[src/rtl/alu_acc_sequencer.sv]
// ---------------------------------------------------------------------------
// alu_acc_sequencer
//
// Command sequencer that sits upstream of an 8-bit combinational ALU and turns
// it into a pipelined accumulate engine. Commands are buffered in a small FIFO;
// each one is issued to the ALU with the running accumulator as operand a and
// the command data as operand b. The ALU result (or the command data, for a
// load) is captured back into the accumulator and presented on a valid/ready
// result port.
//
// Ports:
//   clk, rst_n            clock (rising edge), asynchronous active-low reset
//   cmd_valid/cmd_ready   command handshake (cmd_ready = FIFO not full)
//   cmd_load              1 = load accumulator with cmd_data, ALU bypassed
//   cmd_op                ALU op: 00 ADD, 01 SUB, 10 AND, 11 OR
//   cmd_data              operand b / load value
//   alu_a/alu_b/alu_op    registered operands and op driven to the ALU
//   alu_result/alu_zero   combinational ALU outputs
//   res_valid/res_ready   result handshake
//   res_data/res_zero     result value and its zero flag
//   acc                   current accumulator
//   busy                  FIFO non-empty or a command in flight
// ---------------------------------------------------------------------------
module alu_acc_sequencer #(
    parameter int DATA_W    = 8,
    parameter int CMD_DEPTH = 4
) (
    input  logic              clk,
    input  logic              rst_n,
    input  logic              cmd_valid,
    output logic              cmd_ready,
    input  logic              cmd_load,
    input  logic [1:0]        cmd_op,
    input  logic [DATA_W-1:0] cmd_data,
    output logic [DATA_W-1:0] alu_a,
    output logic [DATA_W-1:0] alu_b,
    output logic [1:0]        alu_op,
    input  logic [DATA_W-1:0] alu_result,
    input  logic              alu_zero,
    output logic              res_valid,
    input  logic              res_ready,
    output logic [DATA_W-1:0] res_data,
    output logic              res_zero,
    output logic [DATA_W-1:0] acc,
    output logic              busy
);

    localparam int PTR_W = $clog2(CMD_DEPTH);
    localparam logic [PTR_W:0] FULL_CNT = (PTR_W + 1)'(CMD_DEPTH);

    typedef struct packed {
        logic              load;
        logic [1:0]        op;
        logic [DATA_W-1:0] data;
    } cmd_t;

    typedef enum logic [1:0] {
        st_idle,
        st_exec,
        st_hold
    } state_t;

    state_t            state_q, state_d;
    cmd_t              fifo_mem [CMD_DEPTH];
    logic [PTR_W-1:0]  wr_ptr, rd_ptr;
    logic [PTR_W:0]    count;
    logic              full, empty, push, pop, res_hs;
    logic              load_q;
    logic [DATA_W-1:0] exec_val;
    cmd_t              head;

    assign full      = (count == FULL_CNT);
    assign empty     = (count == '0);
    assign cmd_ready = !full;
    assign push      = cmd_valid && !full;
    assign res_hs    = res_valid && res_ready;
    assign head      = fifo_mem[rd_ptr];

    // Value captured at the end of EXEC: loads bypass the ALU.
    assign exec_val  = load_q ? alu_b : alu_result;

    assign alu_a     = acc;
    assign busy      = (state_q != st_idle) || !empty;

    // ------------------------------------------------------------------
    // Next-state logic. A pop happens whenever a command is issued to the
    // ALU: from IDLE, or straight from HOLD once the current result drains.
    // ------------------------------------------------------------------
    always_comb begin
        // NOTE: every signal gets a default first so no path leaves it
        // unassigned; otherwise synthesis infers a latch.
        state_d = state_q;
        pop     = 1'b0;
        case (state_q)
            st_idle: begin
                if (!empty) begin
                    pop     = 1'b1;
                    state_d = st_exec;
                end
            end
            st_exec: begin
                state_d = st_hold;
            end
            st_hold: begin
                if (res_hs) begin
                    if (!empty) begin
                        pop     = 1'b1;
                        state_d = st_exec;
                    end else begin
                        state_d = st_idle;
                    end
                end
            end
            default: begin
                state_d = st_idle;
            end
        endcase
    end

    always_ff @(posedge clk or negedge rst_n) begin
        // NOTE: sequential state uses non-blocking assignments so every
        // register samples pre-edge values regardless of block ordering.
        if (!rst_n) begin
            state_q <= st_idle;
        end else begin
            state_q <= state_d;
        end
    end

    // ------------------------------------------------------------------
    // Command FIFO. Pointers wrap naturally because the depth is a power
    // of two.
    // ------------------------------------------------------------------
    // NOTE: the storage array has no reset; the pointers and count already
    // define which entries are valid, and a reset on the array would prevent
    // mapping it to plain RAM/flop-array cells.
    always_ff @(posedge clk) begin
        if (push) begin
            fifo_mem[wr_ptr] <= cmd_t'{load: cmd_load, op: cmd_op, data: cmd_data};
        end
    end

    always_ff @(posedge clk or negedge rst_n) begin
        if (!rst_n) begin
            wr_ptr <= '0;
            rd_ptr <= '0;
            count  <= '0;
        end else begin
            if (push) begin
                wr_ptr <= wr_ptr + PTR_W'(1);
            end
            if (pop) begin
                rd_ptr <= rd_ptr + PTR_W'(1);
            end
            case ({push, pop})
                2'b10:   count <= count + (PTR_W + 1)'(1);
                2'b01:   count <= count - (PTR_W + 1)'(1);
                default: count <= count;
            endcase
        end
    end

    // ------------------------------------------------------------------
    // Operand, accumulator and result registers.
    // ------------------------------------------------------------------
    always_ff @(posedge clk or negedge rst_n) begin
        if (!rst_n) begin
            alu_b     <= '0;
            alu_op    <= 2'b00;
            load_q    <= 1'b0;
            acc       <= '0;
            res_data  <= '0;
            res_zero  <= 1'b0;
            res_valid <= 1'b0;
        end else begin
            if (pop) begin
                alu_b  <= head.data;
                alu_op <= head.op;
                load_q <= head.load;
            end
            if (state_q == st_exec) begin
                acc       <= exec_val;
                res_data  <= exec_val;
                res_zero  <= load_q ? (alu_b == '0) : alu_zero;
                res_valid <= 1'b1;
            end else if ((state_q == st_hold) && res_hs) begin
                // Drop valid on every handshake; a follow-on command
                // raises it again after its EXEC cycle.
                res_valid <= 1'b0;
            end
        end
    end

endmodule
[config.mk]
export PLATFORM = sky130hd
export DESIGN_NAME = alu_acc_sequencer
export DESIGN_NICKNAME = d
export VERILOG_FILES = /design/src/rtl/alu_acc_sequencer.sv
export SDC_FILE = /design/constraint.sdc
export NUM_CORES = 1
export LEC_CHECK = 0
export CORE_UTILIZATION = 51
export CTS_CLUSTER_SIZE = 10
export DETAILED_ROUTE_END_ITERATION = 8
export PLACE_DENSITY = 0.87
export SKIP_CTS_REPAIR_TIMING = 1
export SYNTH_ARGS = -nofsm -noshare
export SYNTH_HDL_FRONTEND = slang
export SYNTH_SLANG_ARGS = --single-unit
[constraint.sdc]
create_clock -name clk -period 3.25 [get_ports clk]
set_clock_uncertainty 0.2 [all_clocks]
set_input_delay 0.975 -clock clk [delete_from_list [all_inputs] [get_ports clk]]
set_output_delay 0.975 -clock clk [all_outputs]
set_load 0.01 [all_outputs]
### Yosys cells after proc, flatten, opt, wreduce, memory -nomap -nowiden

Memories as Yosys holds them, arrays and structs flattened. A register that Yosys moved wholly into a read port is not among the register bits.
Index checks and enable logic that the tools add are counted.

* register bits: 19
* bits in latches: 0
* bits in writable memories: 44
* memory bits (read-only): 0
* bits of input ports: 24
* logic and storage cells: 47
* memories kept: 1

Memory list
* fifo_mem: words 4, bits a word 11, rd ports 1, clocked after memory_dff 1, write ports 1, RTL line 64 `cmd_t fifo_mem [CMD_DEPTH];`

* add/sub/neg operators: 4
* multiply operators: 0
* div/mod/pow operators: 0
* $lt $le $gt $ge: 0
* equal/unequal tests: 7
* shift operators: 0
* muxes and demuxes: 14
* bitwise operators: 0
* reductions and logical operators: 14

Operators by type and width (number)
* $logic_not A8 Y1: 1
* $mux W1: 8
* $mux W8: 1
* $pmux W2 S3: 1
* $pmux W3 S2: 1
* $reduce_bool A2 Y1: 3
* $add A2 B1 Y2 const B: 2
* $eq A2 B1 Y1 const B: 2
* $eq A2 B2 Y1 const B: 2
* $mux W2: 2
* $ne A2 B2 Y1 const B: 2
* $add A3 B1 Y3 const B: 1
* $eq A3 B3 Y1 const B: 1
* $logic_and A1 B1 Y1: 3
* $logic_not A1 Y1: 3
* $logic_not A3 Y1: 1
* $sub A3 B1 Y3 const B: 1
* $logic_not A2 Y1: 1
* $pmux W1 S2: 1
* $reduce_and A2 Y1: 1
* $logic_or A1 B1 Y1: 1

### Depth between registers and ports, before layout

* depth after elaboration: 6
* mapped depth: 9
* gate-level depth less buffers: 9

### Least setup slack after synthesis

OpenSTA, ideal clock, no wires.

* kind: in2reg
* from: in res_ready
* to: reg count[2]
* arrival time: 2.477 ns
* data required time: 2.971 ns
* setup slack: 0.494 ns
* stages on the path: 9
* path through: a21boi_1 > nor3_2 > buf_6 > ha_1 > inv_1 > fa_1 > xor2_1 > nor2_1 > xor2_1

* longest elaborated chain between the ends: 5
* elaborated cells on any way between the ends: 7
* classes of those cells: eq/ne: 2; mux: 3; reduce/logical: 2

RTL lines
* from (decl): RTL line 41 `input logic res_ready,`
* $logic_and A1 B1 Y1 *: RTL line 76 `assign res_hs = res_valid && res_ready;`
* $mux W1 *: RTL line 105 `if (res_hs) begin`
* $pmux W1 S2 *: RTL line 94 `case (state_q)`
* net pop: RTL line 67 `logic full, empty, push, pop, res_hs;`
* $eq A2 B1 Y1 or $eq A2 B2 Y1 (tied branches): RTL line 155 `case ({push, pop})`
* $pmux W3 S2 or $reduce_bool A2 Y1 (tied branches)
* to (signal assigned): RTL line 156 `2'b10: count <= count + (PTR_W + 1)'(1);`
* to (signal assigned): RTL line 157 `2'b01: count <= count - (PTR_W + 1)'(1);`
* to (signal assigned): RTL line 158 `default: count <= count;`
* to (decl): RTL line 66 `logic [PTR_W:0] count;`

Mark *: on every way through the listed nets, which the timed path passes. The rest lies on a longest branch.
A chain may end at the register's enable or synchronous reset.

### Final worst setup path

* from: reg count[1]
* to: out cmd_ready

* longest elaborated chain between the ends: 2

RTL lines
* $eq A3 B3 Y1: RTL line 72 `assign full = (count == FULL_CNT);`
* $logic_not A1 Y1: RTL line 74 `assign cmd_ready = !full;`
* to (decl): RTL line 31 `output logic cmd_ready,`

Every way passes these cells.

==> flow_metrics.env <==
export IMPL_rsz0062_at_grt="no"
export IMPL_cp_data_arrival_time_ns=1.67
export IMPL_clkTransAtPathRegs_ns=0.07
export IMPL_placed_cells=309
export IMPL_grt_max_degree=31
export IMPL_synth_nets=220
export IMPL_layout_setup_ws_ns=0.402
export IMPL_area_delta_synth_final_pct=24.5
export IMPL_ys_types=33
export IMPL_hp_class="reg -> reg"
export IMPL_rows=28
export IMPL_drtIter0Drc=79
export IMPL_outcome="finished, final reports clean"
export IMPL_initial_core_util_pct=53.2
export IMPL_io_pins=62
export IMPL_antenna_left=0
export IMPL_dp_slack_ns=0.152
export IMPL_chipWidth_um=80.6
export IMPL_powerDensity_nw_per_um2=992
export IMPL_grt_antenna_before_repair=0
export IMPL_setup_violations=0
export IMPL_clk_path_buf_depth=2
export IMPL_track_usage_pct=18.5
export IMPL_cts_made_buffers=9
export IMPL_grt_pass1_vias=1728
export IMPL_grt_pass1_wl_um=8560
export IMPL_final_util_pct=66.2
export IMPL_max_slew_margin_pct=51.3
export IMPL_setup_worst_path_end_class="output pin"
export IMPL_slew_violations=0
export IMPL_hold_ws_ns=0.322
export IMPL_required_ns=2.07
export IMPL_cts_root_buffer="clkbuf_8"
export IMPL_viasPerCell=5.29
export IMPL_avgSynthCellArea_um2=16.6
export IMPL_firstDrtPassIters=4
export IMPL_route_detailed_drc=0
export IMPL_drv_cap=0
export IMPL_synthesis_area_um2=3150
export IMPL_p_total_mw=3.89
export IMPL_hold_viol_final=0
export IMPL_core_area_um2=5920
export IMPL_worst_pin_slew_ns=0.731
export IMPL_min_period_over_period_pct=87.6
export IMPL_finalNetCount=275
export IMPL_hpwl_um=3770
export IMPL_antenna_cells=0
export IMPL_syn_inst=190
export IMPL_cts_tree="yes"
export IMPL_fin_crit_ns=2.85
export IMPL_r2r_slack_ns=0.85
export IMPL_port_buffers=61
export IMPL_leakage_nw=1.53
export IMPL_cp_max_fo=6
export IMPL_cts_sinks=74
export IMPL_grt_remaining_overflow=0
export IMPL_cts_max_level=3
export IMPL_drt_total_wl_um=5360
export IMPL_synth_seq_cells=74
export IMPL_wire_per_inst_um=16.5
export IMPL_ys_warn_count=0
export IMPL_setup_tns_ns=0
export IMPL_dieArea_um2=6490
export IMPL_post_dp_cell_area_um2=3730
export IMPL_finalNonFillerCells=325
export IMPL_dieHeight_um=80.6
export IMPL_layout_drive_gt1_share_pct=17.6
export IMPL_cp_start_kind="register"
export IMPL_max_freq_mhz=351
export IMPL_seq_area_frac_synth_pct=65.8
export IMPL_fin_area_um2=3920
export IMPL_critPathKind="reg -> out"
export IMPL_place_gp_congestion=0.718
export IMPL_clock_latency_ns=0.33
export IMPL_irDropWorstVdd_mv=0.521
export IMPL_vias=1719
==> layout by cell type, fill, tap and decap left out, types with 7 or more instances in the layout <==
cell type and count:
o21ai_0 8, clkdlybuf4s50_1 61, edfxtp_1 44, inv_1 7, nand2_1 11, clkbuf_8 9, mux4_2 8, dfrtp_1 30
mux2_4 9, mux2i_1 9
==> critical path: stages, from the launching register on <==
cell and delay, ns:
dfrtp_1 0.42, or3b_4 0.43, clkdlybuf4s50_1 0.49
==> final cells by class <==
type / instances / area (um2)
clock buffer: 9 / 124
sequential: 74 / 2070
inverter: 7 / 26.3
multi-input combinational: 88 / 895
timing repair buffer: 65 / 641
tap: 75 / 93.8
clock inverter: 7 / 68.8
fill: 400 / 2000
==> path summary, 6_finish.rpt <==
check                                 startpoint                endpoint  depth (start not counted)
max                         count[1]$_DFFE_PN0P_               cmd_ready                          2
min                        alu_op[1]$_DFFE_PN0P_   alu_op[1]$_DFFE_PN0P_                          1
max reg2reg                 count[1]$_DFFE_PN0P_    count[2]$_DFFE_PN0P_                          9
min reg2reg                alu_op[1]$_DFFE_PN0P_   alu_op[1]$_DFFE_PN0P_                          1
max in group asynchronous                  rst_n   alu_op[1]$_DFFE_PN0P_                          2
min in group asynchronous                  rst_n  state_q[0]$_DFFE_PN0P_                          2
==> registers in the layout (all words and copies together), names as in the netlist, 2 cells and up <==
| name | count |
|---|---|
| rd_ptr | 2 |
| alu_b | 8 |
| acc | 8 |
| state_q | 2 |
| alu_op | 2 |
| fifo_mem | 44 |
| count | 3 |
| wr_ptr | 2 |
==> kinds of logic (layout without fill, tap and decap cells) <==
kind of cell / Yosys count / after routing / synth area share (%)
flip-flops: 74 / 74 / 65.8
multiplexers: 32 / 32 / 16.5
AND/OR/NAND/NOR: 32 / 32 / 5.60
buffers and inverters: 28 / 88 / 5.76
AO/OA/AOI/OAI: 12 / 12 / 2.07
adder cells (fa/ha/maj): 6 / 6 / 2.62
XOR/XNOR: 6 / 6 / 1.67
==> power breakdown <==
group	switching [mW]	leakage, nW	internal, mW
registers	0.305	0.758	1.32
clock network	0.325	0.0954	0.353
logic	0.623	0.679	0.960
total	1.25	1.53	2.64
==> synth_stat cells <==
master	instances	share of area, %
or3b_4	1	0.36
dfrtp_1	30	24
edfxtp_1	44	42
buf_6	2	0.72
ha_1	5	2.0
nor3b_1	1	0.24
nor3_2	2	0.64
a21boi_1	1	0.24
buf_2	1	0.16
xor2_1	4	1.1
nor2b_1	2	0.40
mux4_1	3	2.5
mux4_2	8	5.7
and3_1	4	0.79
clkbuf_1	2	0.24
o21ai_0	8	1.3
nand3_1	1	0.16
nor3_1	1	0.16
a21oi_1	1	0.16
xnor2_1	2	0.56
and2_4	1	0.28
nand2_1	11	1.3
nor4_1	1	0.20
nand2b_1	1	0.20
nor2_1	5	0.60
mux2_4	9	4.3
a31oi_1	2	0.40
buf_4	16	3.8
mux2i_1	9	2.9
fa_1	1	0.64
mux2_2	3	1.1
inv_1	7	0.83
nor4b_1	1	0.28
==> layer usage <==
layer  share of wire, %  global-route usage (%)
met4                1.0                    8.04
met3                6.6                    6.25
met1                 41                    22.3
met2                 51                    30.3
met5                  0                       0
(Power assumes the default switching activity.)
